===== src/rtl/boxcar_pkg.sv =====
// Purpose: shared types, widths and width-derivation helpers for the boxcar decimator.
// Latency: n/a (declarations only).
// Backpressure: n/a.
// Contents: ACC_W default, log/count/accumulator width functions, out_state_e, result_t.
package boxcar_pkg;

  localparam int DEF_IN_WIDTH  = 16;
  localparam int DEF_OUT_WIDTH = 32;
  localparam int DEF_MAX_LOG   = 10;

  // Accumulator width for the default configuration: 2^MAX_LOG samples of
  // IN_WIDTH bits need MAX_LOG extra headroom bits.
  localparam int ACC_W = DEF_IN_WIDTH + DEF_MAX_LOG;

  typedef enum logic {OUT_EMPTY, OUT_FULL} out_state_e;

  typedef logic signed [DEF_OUT_WIDTH-1:0] result_t;

  function automatic int acc_width(input int in_w, input int max_log);
    return in_w + max_log;
  endfunction

  // Width of the log_count port: must hold 0..max_log.
  function automatic int log_width(input int max_log);
    return (max_log < 1) ? 1 : $clog2(max_log + 1);
  endfunction

  // Sample counter runs 0..2^max_log-1.
  function automatic int cnt_width(input int max_log);
    return (max_log < 1) ? 1 : max_log;
  endfunction

endpackage


===== src/rtl/boxcar_out_reg.sv =====
// Purpose: single-entry AXI-Stream output register with drop/overflow tracking.
// Latency: 1 cycle from load_vld to m_tvalid.
// Backpressure: holds m_tdata while m_tvalid & !m_tready; a load arriving then is dropped and sets overflow.
// Ports: clk/rst (sync, active-high), enable (low clears overflow), load_vld/load_dat (completed
//        result), m_tvalid/m_tready/m_tdata (AXI-Stream master), overflow (sticky drop flag).
module boxcar_out_reg
  import boxcar_pkg::*;
#(
  parameter int WIDTH = 32
) (
  input  logic             clk,
  input  logic             rst,
  input  logic             enable,
  input  logic             load_vld,
  input  logic [WIDTH-1:0] load_dat,
  output logic             m_tvalid,
  input  logic             m_tready,
  output logic [WIDTH-1:0] m_tdata,
  output logic             overflow
);

  out_state_e state_q;

  always_ff @(posedge clk) begin
    if (rst) begin
      state_q  <= OUT_EMPTY;
      m_tdata  <= '0;
      overflow <= 1'b0;
    end else begin
      // load_vld can only occur while enable is high, so clear and set never collide.
      if (!enable) overflow <= 1'b0;
      case (state_q)
        OUT_EMPTY: begin
          if (load_vld) begin
            state_q <= OUT_FULL;
            m_tdata <= load_dat;
          end
        end
        OUT_FULL: begin
          if (m_tready) begin
            // Slot drains this cycle, so a simultaneous completion refills it.
            if (load_vld) m_tdata <= load_dat;
            else          state_q <= OUT_EMPTY;
          end else if (load_vld) begin
            overflow <= 1'b1;
          end
        end
        default: state_q <= OUT_EMPTY;
      endcase
    end
  end

  assign m_tvalid = (state_q == OUT_FULL);

endmodule


===== src/rtl/boxcar_decimator.sv =====
// Purpose: averages blocks of 2^log_count signed samples and emits one result per block.
// Latency: result valid 1 cycle after the last sample of a block is accepted.
// Backpressure: input never stalls; output honours M_AXIS_tready, dropped results set overflow.
// Ports: aclk/areset (sync, active-high), enable, log_count, S_AXIS_tvalid/tdata (input stream),
//        M_AXIS_tvalid/tready/tdata (averaged output), overflow.
// Option: define BOXCAR_ROUND_EN for round-half-up instead of truncation toward -inf.
module boxcar_decimator
  import boxcar_pkg::*;
#(
  parameter int IN_WIDTH  = 16,
  parameter int OUT_WIDTH = 32,
  parameter int MAX_LOG   = 10
) (
  input  logic                          aclk,
  input  logic                          areset,
  input  logic                          enable,
  input  logic [log_width(MAX_LOG)-1:0] log_count,
  input  logic                          S_AXIS_tvalid,
  input  logic [IN_WIDTH-1:0]           S_AXIS_tdata,
  output logic                          M_AXIS_tvalid,
  input  logic                          M_AXIS_tready,
  output logic [OUT_WIDTH-1:0]          M_AXIS_tdata,
  output logic                          overflow
);

  localparam int LW = log_width(MAX_LOG);
  localparam int CW = cnt_width(MAX_LOG);
  localparam int AW = acc_width(IN_WIDTH, MAX_LOG);
`ifdef BOXCAR_ROUND_EN
  // One extra bit so adding the rounding constant cannot wrap.
  localparam int SUM_W = AW + 1;
`else
  localparam int SUM_W = AW;
`endif
  localparam logic [LW-1:0] MAX_K = LW'(MAX_LOG);

  logic [LW-1:0]          k_q;
  logic [LW-1:0]          k_cur;
  logic [LW-1:0]          log_clamped;
  logic [CW-1:0]          cnt_q;
  logic [CW-1:0]          last_cnt;
  logic signed [AW-1:0]   acc_q;
  logic signed [AW-1:0]   acc_next;
  logic signed [AW-1:0]   sample_ext;
  logic signed [SUM_W-1:0] sum;
  logic signed [SUM_W-1:0] shifted;
  logic signed [OUT_WIDTH-1:0] result;
  logic                   accept;
  logic                   first;
  logic                   last;
  logic                   done;

  assign accept      = enable & S_AXIS_tvalid;
  assign first       = (cnt_q == '0);
  assign log_clamped = (log_count > MAX_K) ? MAX_K : log_count;
  // The first sample of a block uses the live (clamped) log_count; later ones the latched k.
  assign k_cur       = first ? log_clamped : k_q;

  assign sample_ext  = AW'($signed(S_AXIS_tdata));
  assign acc_next    = first ? sample_ext : acc_q + sample_ext;

  // 2^k - 1 as a mask; shifting all-ones by CW yields 0, so k == CW gives all ones.
  assign last_cnt    = ~({CW{1'b1}} << k_cur);
  assign last        = (cnt_q == last_cnt);
  assign done        = accept & last;

`ifdef BOXCAR_ROUND_EN
  logic signed [SUM_W-1:0] round_add;
  assign round_add = (k_cur == '0) ? '0 : (SUM_W'(1) << (k_cur - 1'b1));
  assign sum       = SUM_W'(acc_next) + round_add;
`else
  assign sum       = acc_next;
`endif

  assign shifted = sum >>> k_cur;
  assign result  = OUT_WIDTH'(shifted);

  always_ff @(posedge aclk) begin
    if (areset) begin
      acc_q <= '0;
      cnt_q <= '0;
      k_q   <= '0;
    end else if (!enable) begin
      acc_q <= '0;
      cnt_q <= '0;
    end else if (accept) begin
      if (first) k_q <= log_clamped;
      acc_q <= acc_next;
      cnt_q <= last ? '0 : cnt_q + 1'b1;
    end
  end

  boxcar_out_reg #(
    .WIDTH(OUT_WIDTH)
  ) u_out_reg (
    .clk      (aclk),
    .rst      (areset),
    .enable   (enable),
    .load_vld (done),
    .load_dat (result),
    .m_tvalid (M_AXIS_tvalid),
    .m_tready (M_AXIS_tready),
    .m_tdata  (M_AXIS_tdata),
    .overflow (overflow)
  );

endmodule


===== config.mk =====
export PLATFORM = sky130hd
export DESIGN_NAME = boxcar_decimator
export DESIGN_NICKNAME = d
export VERILOG_FILES = /design/src/rtl/boxcar_pkg.sv /design/src/rtl/boxcar_out_reg.sv /design/src/rtl/boxcar_decimator.sv
export SDC_FILE = /design/constraint.sdc
export NUM_CORES = 1
export LEC_CHECK = 0
export CORE_UTILIZATION = 45
export CTS_BUF_LIST = sky130_fd_sc_hd__clkbuf_4 sky130_fd_sc_hd__clkbuf_8 sky130_fd_sc_hd__clkbuf_16
export CTS_CLUSTER_SIZE = 24
export DETAILED_ROUTE_END_ITERATION = 6
export PLACE_DENSITY = 0.65
export SLEW_MARGIN = 20
export SYNTH_ARGS = -nofsm -noshare
export SYNTH_HDL_FRONTEND = slang
export SYNTH_SLANG_ARGS = --single-unit

===== constraint.sdc =====
create_clock -name aclk -period 4.6 [get_ports aclk]
set_clock_uncertainty 0.05 [all_clocks]
set_input_delay 1.38 -clock aclk [delete_from_list [all_inputs] [get_ports aclk]]
set_output_delay 1.38 -clock aclk [all_outputs]
set_load 0.02 [all_outputs]

* After elaboration in Yosys (flattened, before gate mapping)
Index checks and enable logic that the tools add are counted.
** Word-level totals
- Flip-flop bits (word level) :: 74
- Bits of input ports :: 25
** Operators by class
- Add/subtract/negate cells :: 2
- Magnitude comparators :: 1
- Equal/unequal tests :: 2
- Shifts and indexed selects :: 2
- Muxes and demuxes :: 14
- Bitwise logic cells :: 5
- Reductions and logical operators :: 3
** Operators with widths (count)
- 32-bit 2-to-1 mux :: 2
- 32-bit case mux with 2 select lines :: 1
- 26-bit by 16-bit adder with 26-bit output :: 1
- 26-bit 2-to-1 mux :: 1
- 26-bit by 4-bit >>> shifter with 26-bit output :: 1
- 10-bit by 1-bit adder with 10-bit output (second input constant) :: 1
- 10-bit equality test :: 1
- 10-bit zero test :: 1
- 10-bit 2-to-1 mux :: 1
- 10-bit inverter :: 1
- 10-bit by 4-bit << shifter with 10-bit output (first input constant) :: 1
- 4-bit 2-to-1 mux :: 2
- 1-bit 2-to-1 mux :: 6
- 4-bit > comparator (second input constant) :: 1
- 1-bit AND :: 2
- 2-bit != test (second input constant) :: 1
- 1-bit inverter :: 2
- 1-bit case mux with 2 select lines :: 1
- 2-bit AND reduction :: 1
- 2-bit OR reduction :: 1

* Longest topological paths before layout
Gate-level depths: netlist (run 1).
- Word-level depth :: 10
- Mapped depth :: 15
- Depth with buffers taken out :: 12

* By module
From an unflattened synthesis (run 1), not the netlist that was laid out.
** Unflattened totals
- Cells, all modules :: 882
- Area total of the unflattened synthesis :: 6582.6 um^2
** By module, submodules not included
- boxcar_decimator :: instances 1, cells each 735, area each 5041.1 um^2
- boxcar_out_reg :: instances 1, cells each 147, area each 1541.5 um^2

* Worst setup path after synthesis (run 1)
OpenSTA, ideal clock, no wires.
- Path kind :: input to register
- From :: input port S_AXIS_tdata[0]
- To :: register u_out_reg.m_tdata[8]
- Arrival time :: 4.139 ns
- Required time :: 4.471 ns
- Slack :: 0.332 ns
- Stages on the path :: 12
- Buffers on the path :: 0
- Path through :: ha_1 > fa_1 > a211oi_1 > o211ai_1 > a211oi_1 > o31ai_2 > xor2_1 > nand2_1 > a311oi_1 > a2111oi_0 > or2_1 > a211oi_2
** Between the ends
- Longest elaborated chain between the ends :: 6
** Ends and longest elaborated chain
- start: declaration :: RTL line boxcar_decimator.sv:19 : input logic [IN_WIDTH-1:0] S_AXIS_tdata,
- 26-bit by 16-bit adder with 26-bit output :: RTL line boxcar_decimator.sv:60 : assign acc_next = first ? sample_ext : acc_q + sample_ext;
- 26-bit 2-to-1 mux (*) :: RTL line boxcar_decimator.sv:60
- 26-bit by 4-bit >>> shifter with 26-bit output (*) :: RTL line boxcar_decimator.sv:75 : assign shifted = sum >>> k_cur;
- 32-bit 2-to-1 mux (*) :: RTL line boxcar_out_reg.sv:34, boxcar_out_reg.sv:42
- 32-bit 2-to-1 mux :: RTL line boxcar_out_reg.sv:40 : if (m_tready) begin
- 32-bit case mux with 2 select lines (*) :: RTL line boxcar_out_reg.sv:32 : case (state_q)
- end signal: assignment :: RTL line boxcar_out_reg.sv:36 : m_tdata <= load_dat;
- end signal: assignment :: RTL line boxcar_out_reg.sv:42 : if (load_vld) m_tdata <= load_dat;
- end: declaration :: RTL line boxcar_out_reg.sv:18 : output logic [WIDTH-1:0] m_tdata,
Mark *: on every way between the ends. The rest lies on a longest branch, timed or not. The select of a mux whose other input is x is not followed.
A chain may end at the register's enable or synchronous reset.

* Worst setup path after layout (run 1)
- From :: input port S_AXIS_tdata[5]
- To :: register u_out_reg.m_tdata[10]
Same word-level chain as after synthesis.

==> metrics.csv, run 1 <==
stage;metric;value;unit
die;FP Rows;42;
sta;worst setup margin;0.115;ns
layout;most common cell after layout, fill and taps aside;buf_4;
critical_path;Setup CP Type;in -> reg;
layout;Layout Nets;1066;
cts;Longest Clk Path Bufs;2;
die;Initial Utilization;46.9;%
yosys;asr flop ratio synth;0;%
cts;Clock transition at path regs;0.06;ns
yosys;Post-synth EDFFs;0;
yosys;mux cell area share after synthesis;4.07;%
sta;sum of negative setup slack;0;ns
pwr;leakage;3.39;nW
layout;Layout Cells excl Fill;1191;
sta;Period minus WS final;4.48;ns
min_path;worst min path class;reg -> reg;
pwr;power density cells;241;mW/mm^2
yosys;Yosys warning total;0;
grt;vias in the first global route;7044;
outcome;status;completed;
critical_path;WP data required;4.81;ns
yosys;Avg Cell Area, Syn;7.37;sq um
detailed_routing;first-pass detailed-route iteration total;5;
die;die height;120;microns
critical_path;family with the most delay on the worst path;compound AO/OA/AOI/OAI gates;
pwr;Worst VDD drop;0.199;mV
layout;most frequent cells in the layout;buf_4 (153), nor2_1 (110), a21oi_1 (77);
critical_path;critical path data arrival time;4.70;ns
cts;CTS tree;built;
layout;area grow syn2layout;34.1;%
critical_path;CP max stage cell;clkdlybuf4s50_1;
yosys;top post-synthesis cells by area;dfxtp_1 (22%), nor2_1 (6.7%), a21oi_1 (6.3%), a211oi_1 (5.8%), ha_1 (5.4%);
critical_path;Crit Path Max Fanout;4;
critical_path;delay of the slowest critical-path stage;0.44;ns
yosys;Netlist Area Pre-Place;0.00631;sq mm
sta;setup violators final;0;
layout;Ant. Diodes;0;
cts;clock root buffer;clkbuf_16;
layout;layout cells sized above 1;23.8;%
die;core area;0.0135;sq mm
yosys;Synth Area in XOR/XNOR;2.64;%
critical_path;worst path buffer plus inverter count;5;
grt;initial antenna violation count;0;
place;post-DP HPWL;17400;microns
detailed_routing;final wirelength;23300;microns
yosys;Gate Count Post-Synth;856;
grt;global route overflow;0;
critical_path;critical-path cell list;clkdlybuf4s50_1 > ha_1 > buf_4 > a21oi_1 > o211ai_1 > a211oi_1 > buf_4 > o31ai_4 > buf_4 > xnor2_1 > a221o_1 > a31o_2 > o211ai_1 > buf_4 > nand2_1 > a211oi_2;
run;max cap viols;0;
yosys;fraction of the mapped netlist area in adder cells;5.67;%
place;final RePlAce weighted congestion;0.919;
critical_path;Most common cell on crit path;buf_4;
detailed_routing;DR vias;7510;
yosys;main combinational cell family by area after synthesis;compound AO/OA/AOI/OAI gates;
critical_path;critical path launch point type;input port;
detailed_routing;drt via density;6.31;
grt;first-pass GRT wire length;36900;microns
sta;achievable clock frequency;0.223;GHz
detailed_routing;Post-route DRC;0;
grt;pin count of the biggest net entering global routing;43;
yosys;Unique masters post-synth;86;
place;port bufs;58;
yosys;area leader, netlist;dfxtp_1;
cts;Clock Sink Count;68;
place;placed insts;1175;
grt;GRT Total Usage;32.3;%
place;pre-CTS setup slack;-0.538;ns
die;IO Count;59;
sta;crit share post-route;97.5;%
sta;pin slew with the least headroom to its limit;0.883;ns
yosys;Most used DFF post-synth;dfxtp_1;
sta;final hold violation count;0;
cts;CTS Hold Bufs;0;
detailed_routing;WL/cell;19.5;microns
critical_path;nature of the critical path endpoint;flip-flop;
detailed_routing;antenna viol nets, final;0;
die;DIE AREA;0.0145;sq mm
sta;final slew viol count;0;
yosys;Synth Area in Compound Gates;33.0;%
yosys;syn nets;909;
die;Die X;120;microns
detailed_routing;First DRT Iteration DRCs;730;
cts;cts bufs inserted;9;
cts;H-tree depth;3;
yosys;#FFs+latches synth;68;
cts;Clock Latency Late Sink;0.34;ns
yosys;area fraction in and, or, nand and nor cells after synthesis;26.9;%
yosys;post-synth top area share;21.6;%
yosys;Seq/Total Area, Yosys;21.6;%
sta;Slew HR;40.7;%
routing by layer:
| metal | track usage [%] | up-vias | wire length, microns |
|---|---|---|---|
| met1 | 42.4 | 3591 | 10300 |
| met4 | 11.4 | 0 | 650 |
| met3 | 5.90 | 53 | 1520 |
| li1 | - | 3542 | - |
| met5 | 0 | - | 0 |
| met2 | 52.7 | 324 | 10800 |
flip-flops by register name, indices dropped and copies added (netlist names):
signal              flops
cnt_q                  10
k_q                     4
u_out_reg.overflow      1
u_out_reg.m_tdata      26
u_out_reg.m_tvalid      1
acc_q                  26
final cells by class:
type	count	area (sq um)
clock buffer	11	246
clock inverter	2	37.5
tap	176	220
inverter	9	33.8
sequential	68	1360
multi-input combinational	712	4780
timing repair buffer	213	1780
fill	1252	5000
path summary, 6_finish.rpt:
path | from | endpoint | slack, ns | cells after the start
min reg2reg | u_out_reg.m_tdata[16]$_SDFFE_PP0P_ | u_out_reg.m_tdata[16]$_SDFFE_PP0P_ | 0.40 | 2
max | S_AXIS_tdata[5] | u_out_reg.m_tdata[10]$_SDFFE_PP0P_ | 0.12 | 16
max reg2reg | cnt_q[1]$_SDFFE_PP0P_ | u_out_reg.m_tdata[16]$_SDFFE_PP0P_ | 0.52 | 13
min | u_out_reg.m_tdata[16]$_SDFFE_PP0P_ | u_out_reg.m_tdata[16]$_SDFFE_PP0P_ | 0.40 | 2
worst register-to-register path: cells and delay by family (launching register included):
kind / cells / cell delay (ns)
flops: 1 / 0.38
simple gates: 5 / 1.84
fa+ha+maj: 1 / 0.18
compound gates: 5 / 1.22
buf+inv: 2 / 0.33
where the power goes:
| part | leakage [nW] | total (W) | switching (W) | internal, W |
|---|---|---|---|---|
| Clock | 0.137 | 0.000694 | 0.000263 | 0.000431 |
| Sequential | 0.552 | 0.000618 | 0.0000156 | 0.000602 |
| Combinational | 2.70 | 0.000725 | 0.000405 | 0.000320 |
cells by family after synthesis:
group | after synthesis
xor+xnor | 19
buf+inv | 76
mux | 24
compound gates | 298
fa+ha+maj | 28
flops | 68
simple gates | 343
synthesized netlist by cell type (4+ instances only):
master,instances
a211oi_1,49
o221ai_1,10
o211ai_1,17
o31ai_1,8
buf_4,10
o32ai_1,4
clkbuf_1,37
nor2_1,112
nor4_1,4
a31o_2,6
a21oi_1,80
a31oi_1,9
or2_2,5
nor3_1,31
mux2i_1,20
ha_1,27
or4_1,5
o21ai_0,27
o21ai_1,8
dfxtp_1,68
buf_6,7
inv_1,9
nand4_1,20
or3_1,5
nand3_1,20
and4_1,4
nand2b_1,9
xor2_1,8
and3_1,15
nand2_1,76
and2_1,15
xnor2_1,11
o21a_1,10
a21o_1,8
nor2b_1,7
o22ai_1,7
buf_2,11
a22oi_1,8
repair_timing:
| item | in CTS | in global routing |
|---|---|---|
| setup buffers | 0 | 3 |
| resized for setup | 8 | 43 |
| pin swaps | 0 | 10 |
| endpoints found under the setup margin | 7 | 23 |
through the flow:
stage                     utilization (%)  instance area, sq um  total power, W  hold slack, ns
final                                62.9                  8460         0.00204           0.404
after global routing                 62.9                  8460         0.00213           0.425
after CTS                            61.3                  8240         0.00200           0.407
after detailed placement             58.9                  7920         0.00130           0.400
after global placement               58.9                  7920         0.00129           0.399
after floorplan                         -                  6310         0.00100           0.415
(Power assumes the default switching activity.)
==> run 2, diff against run 1 <==
CORE_UTILIZATION = 40   (was 45)
PLACE_DENSITY = default   (was 0.65)
==> run 2 against run 1 <==
Against the previous run: wire length fell by 3.8%; clock power rose by 13%; first-iteration DRC count fell by 16%; cell count rose by 4.2%; power rose by 3.7%; count of clock-buffer cells in the layout fell by 1; critical path depth fell by 1; sequential share of layout area fell by 0.23 points; combinational power fell by 2%; largest cell class unchanged; largest power group is now clock.
==> metrics.csv, run 2 (synthesis results as in run 1) <==
stage;metric;value;unit;change
layout;most frequent cells in the layout;buf_4 (167), nor2_1 (111), nand2_1 (76);;
die;IO Count;59;;unchanged
min_path;hold path depth;2;;unchanged
layout;area occupied by multi-input gates;0.00475;sq mm;-0.55%
layout;area grow syn2layout;36.1;%;
die;Die X;128;microns;+6.0%
cts;H-tree depth;3;;unchanged
layout;final core occ;56.0;%;-6.8 points
critical_path;WP data required;4.78;ns;-0.03 ns
critical_path;critical path data arrival time;4.60;ns;-0.10 ns
critical_path;R2R setup slack;0.58;ns;+0.06 ns
critical_path;critical-path cell list;clkdlybuf4s50_1 > buf_4 > ha_1 > a21o_1 > nand4_1 > a211oi_1 > buf_4 > or4_1 > and2_1 > and3_1 > o32ai_2 > buf_4 > a31oi_1 > a221oi_2 > nor3_1;;
cts;Clock transition at path regs;0.06;ns;about the same
detailed_routing;Post-route DRC;0;;unchanged
min_path;Hold Path End;u_out_reg.m_tdata[21]$_SDFFE_PP0P_;;
detailed_routing;antenna viol nets, final;0;;unchanged
detailed_routing;drt via density;5.91;;-6.3%
pwr;Final Power;0.00211;W;+3.7%
layout;layout cells sized above 1;24.4;%;+0.53 points
sta;setup violators final;0;;unchanged
critical_path;critical path launch point type;input port;;
grt;first-pass GRT wire length;35000;microns;-5.3%
pwr;Worst VDD drop;0.169;mV;-15%
die;die height;128;microns;+6.0%
place;port bufs;58;;unchanged
cts;Clock Latency Late Sink;0.35;ns;about the same
die;core area;0.0153;sq mm;+14%
cts;Longest Clk Path Bufs;2;;unchanged
layout;most common cell after layout, fill and taps aside;buf_4;;
min_path;HP Start;u_out_reg.m_tdata[21]$_SDFFE_PP0P_;;
grt;initial antenna violation count;0;;unchanged
die;Initial Utilization;41.2;%;-5.7 points
sta;Slew HR;44.4;%;+3.7 points
critical_path;reg2reg end;u_out_reg.m_tdata[30]$_SDFFE_PP0P_;;
cts;CTS Hold Bufs;0;;unchanged
layout;Filler cells;1507;;+20%
pwr;leakage;3.47;nW;+2.3%
grt;global route overflow;0;;unchanged
cts;clock root buffer;clkbuf_16;;
sta;pin slew with the least headroom to its limit;0.827;ns;-0.0555 ns
min_path;worst min path class;reg -> reg;;
critical_path;delay of the slowest critical-path stage;0.49;ns;+0.05 ns
critical_path;reg2reg start;cnt_q[1]$_SDFFE_PP0P_;;
sta;final hold violation count;0;;unchanged
place;final RePlAce weighted congestion;0.927;;+0.86%
layout;register area;0.00136;sq mm;unchanged
place;pre-CTS setup slack;-0.498;ns;+0.0398 ns
critical_path;nature of the critical path endpoint;flip-flop;;
layout;Layout Nets;1078;;+1.1%
cts;CTS tree;built;;
detailed_routing;first-pass detailed-route iteration total;5;;unchanged
grt;vias in the first global route;6603;;-6.3%
grt;GRT Total Usage;27.4;%;-4.8 points
sta;RSZ-0062 raised after global routing;false;;
place;post-DP HPWL;16800;microns;-3.4%
place;placed cell area;0.00803;sq mm;+1.4%
die;FP Rows;45;;+7.1%
sta;achievable clock frequency;0.226;GHz;+1.3%
critical_path;Crit Path Max Fanout;3;;-1
detailed_routing;final wirelength;22400;microns;-3.8%
grt;pin count of the biggest net entering global routing;42;;-2.3%
critical_path;Setup CP Type;in -> reg;;
run;max cap viols;0;;unchanged
cts;Clock Sink Count;68;;unchanged
outcome;status;completed;;
sta;final slew viol count;0;;unchanged
sta;sum of negative setup slack;0;ns;unchanged
sta;Period minus WS final;4.43;ns;-0.0583 ns
layout;cell area after layout;0.00858;sq mm;+1.4%
critical_path;Most common cell on crit path;buf_4;;
detailed_routing;DR vias;7336;;-2.3%
die;DIE AREA;0.0163;sq mm;+12%
critical_path;CP max stage cell;or4_1;;
pwr;power density cells;246;mW/mm^2;+2.2%
sta;worst setup margin;0.174;ns;+0.0583 ns
cts;cts bufs inserted;9;;unchanged
detailed_routing;WL/cell;18.0;microns;-7.7%
detailed_routing;First DRT Iteration DRCs;613;;-16%
sta;crit share post-route;96.2;%;-1.3 points
layout;top flop regs;acc_q: 26 flops, u_out_reg.m_tdata: 26 flops, cnt_q: 10 flops;;
critical_path;r2r worst-path depth;12;;-1
layout;Ant. Diodes;0;;unchanged
run 2: area by class of cell:
type / instances / area share (%)
Clock buffer: 10 / 2.79
Clock inverter: 6 / 1.02
Inverter: 9 / 0.394
Multi-Input combinational cell: 712 / 55.4
Sequential cell: 68 / 15.9
Tap cell: 211 / 3.08
Timing Repair Buffer: 225 / 21.4
run 2: critical path: cells and delay by family:
kind | cells | cell delay [ns]
buffers and inverters | 4 | 0.92
and+or+nand+nor | 5 | 1.14
AOI/OAI and AO/OA | 5 | 0.87
adders and majority gates | 1 | 0.28
run 2: metrics by stage:
step                      cells  hold WS, ns
after CTS                  1238        0.419
final                      1241        0.416
after floorplan             856        0.415
after global placement     1222        0.399
after global routing       1241        0.440
after detailed placement   1222        0.405
run 2: worst max path at each step:
stage	start	to	slack (ns)	depth (start not counted)
after floorplan	S_AXIS_tdata[0]	u_out_reg.m_tdata[8]$_SDFFE_PP0P_	0.33	12
after global placement	S_AXIS_tdata[0]	u_out_reg.m_tdata[16]$_SDFFE_PP0P_	-0.44	14
after detailed placement	S_AXIS_tdata[0]	u_out_reg.m_tdata[13]$_SDFFE_PP0P_	-0.50	14
after CTS	S_AXIS_tdata[0]	u_out_reg.m_tdata[10]$_SDFFE_PP0P_	0.01	14
after global routing	S_AXIS_tdata[1]	u_out_reg.m_tdata[7]$_SDFFE_PP0P_	0.02	14
final	S_AXIS_tdata[1]	u_out_reg.m_tdata[14]$_SDFFE_PP0P_	0.17	15
run 2: repair_timing:
| item | CTS | global route |
|---|---|---|
| setup endpoints to repair | 10 | 23 |
| pin swaps | 0 | 14 |
| setup buffers | 0 | 3 |
| resized for setup | 3 | 38 |
run 2: routing by layer:
| metal | routed length (microns) | global-route usage (%) | vias up |
|---|---|---|---|
| li1 | - | - | 3579 |
| met1 | 10100 | 37.3 | 3472 |
| met2 | 10500 | 45.5 | 253 |
| met3 | 1220 | 3.27 | 32 |
| met4 | 463 | 7.77 | 0 |
| met5 | 0 | 0 | - |
run 2: power by group:
group / total (W) / internal [W] / switching, W / leakage [nW]
combinational: 0.000712 / 0.000318 / 0.000394 / 2.76
clock: 0.000782 / 0.000490 / 0.000292 / 0.162
sequential: 0.000618 / 0.000602 / 0.0000156 / 0.552
total: 0.00211 / 0.00141 / 0.000701 / 3.47
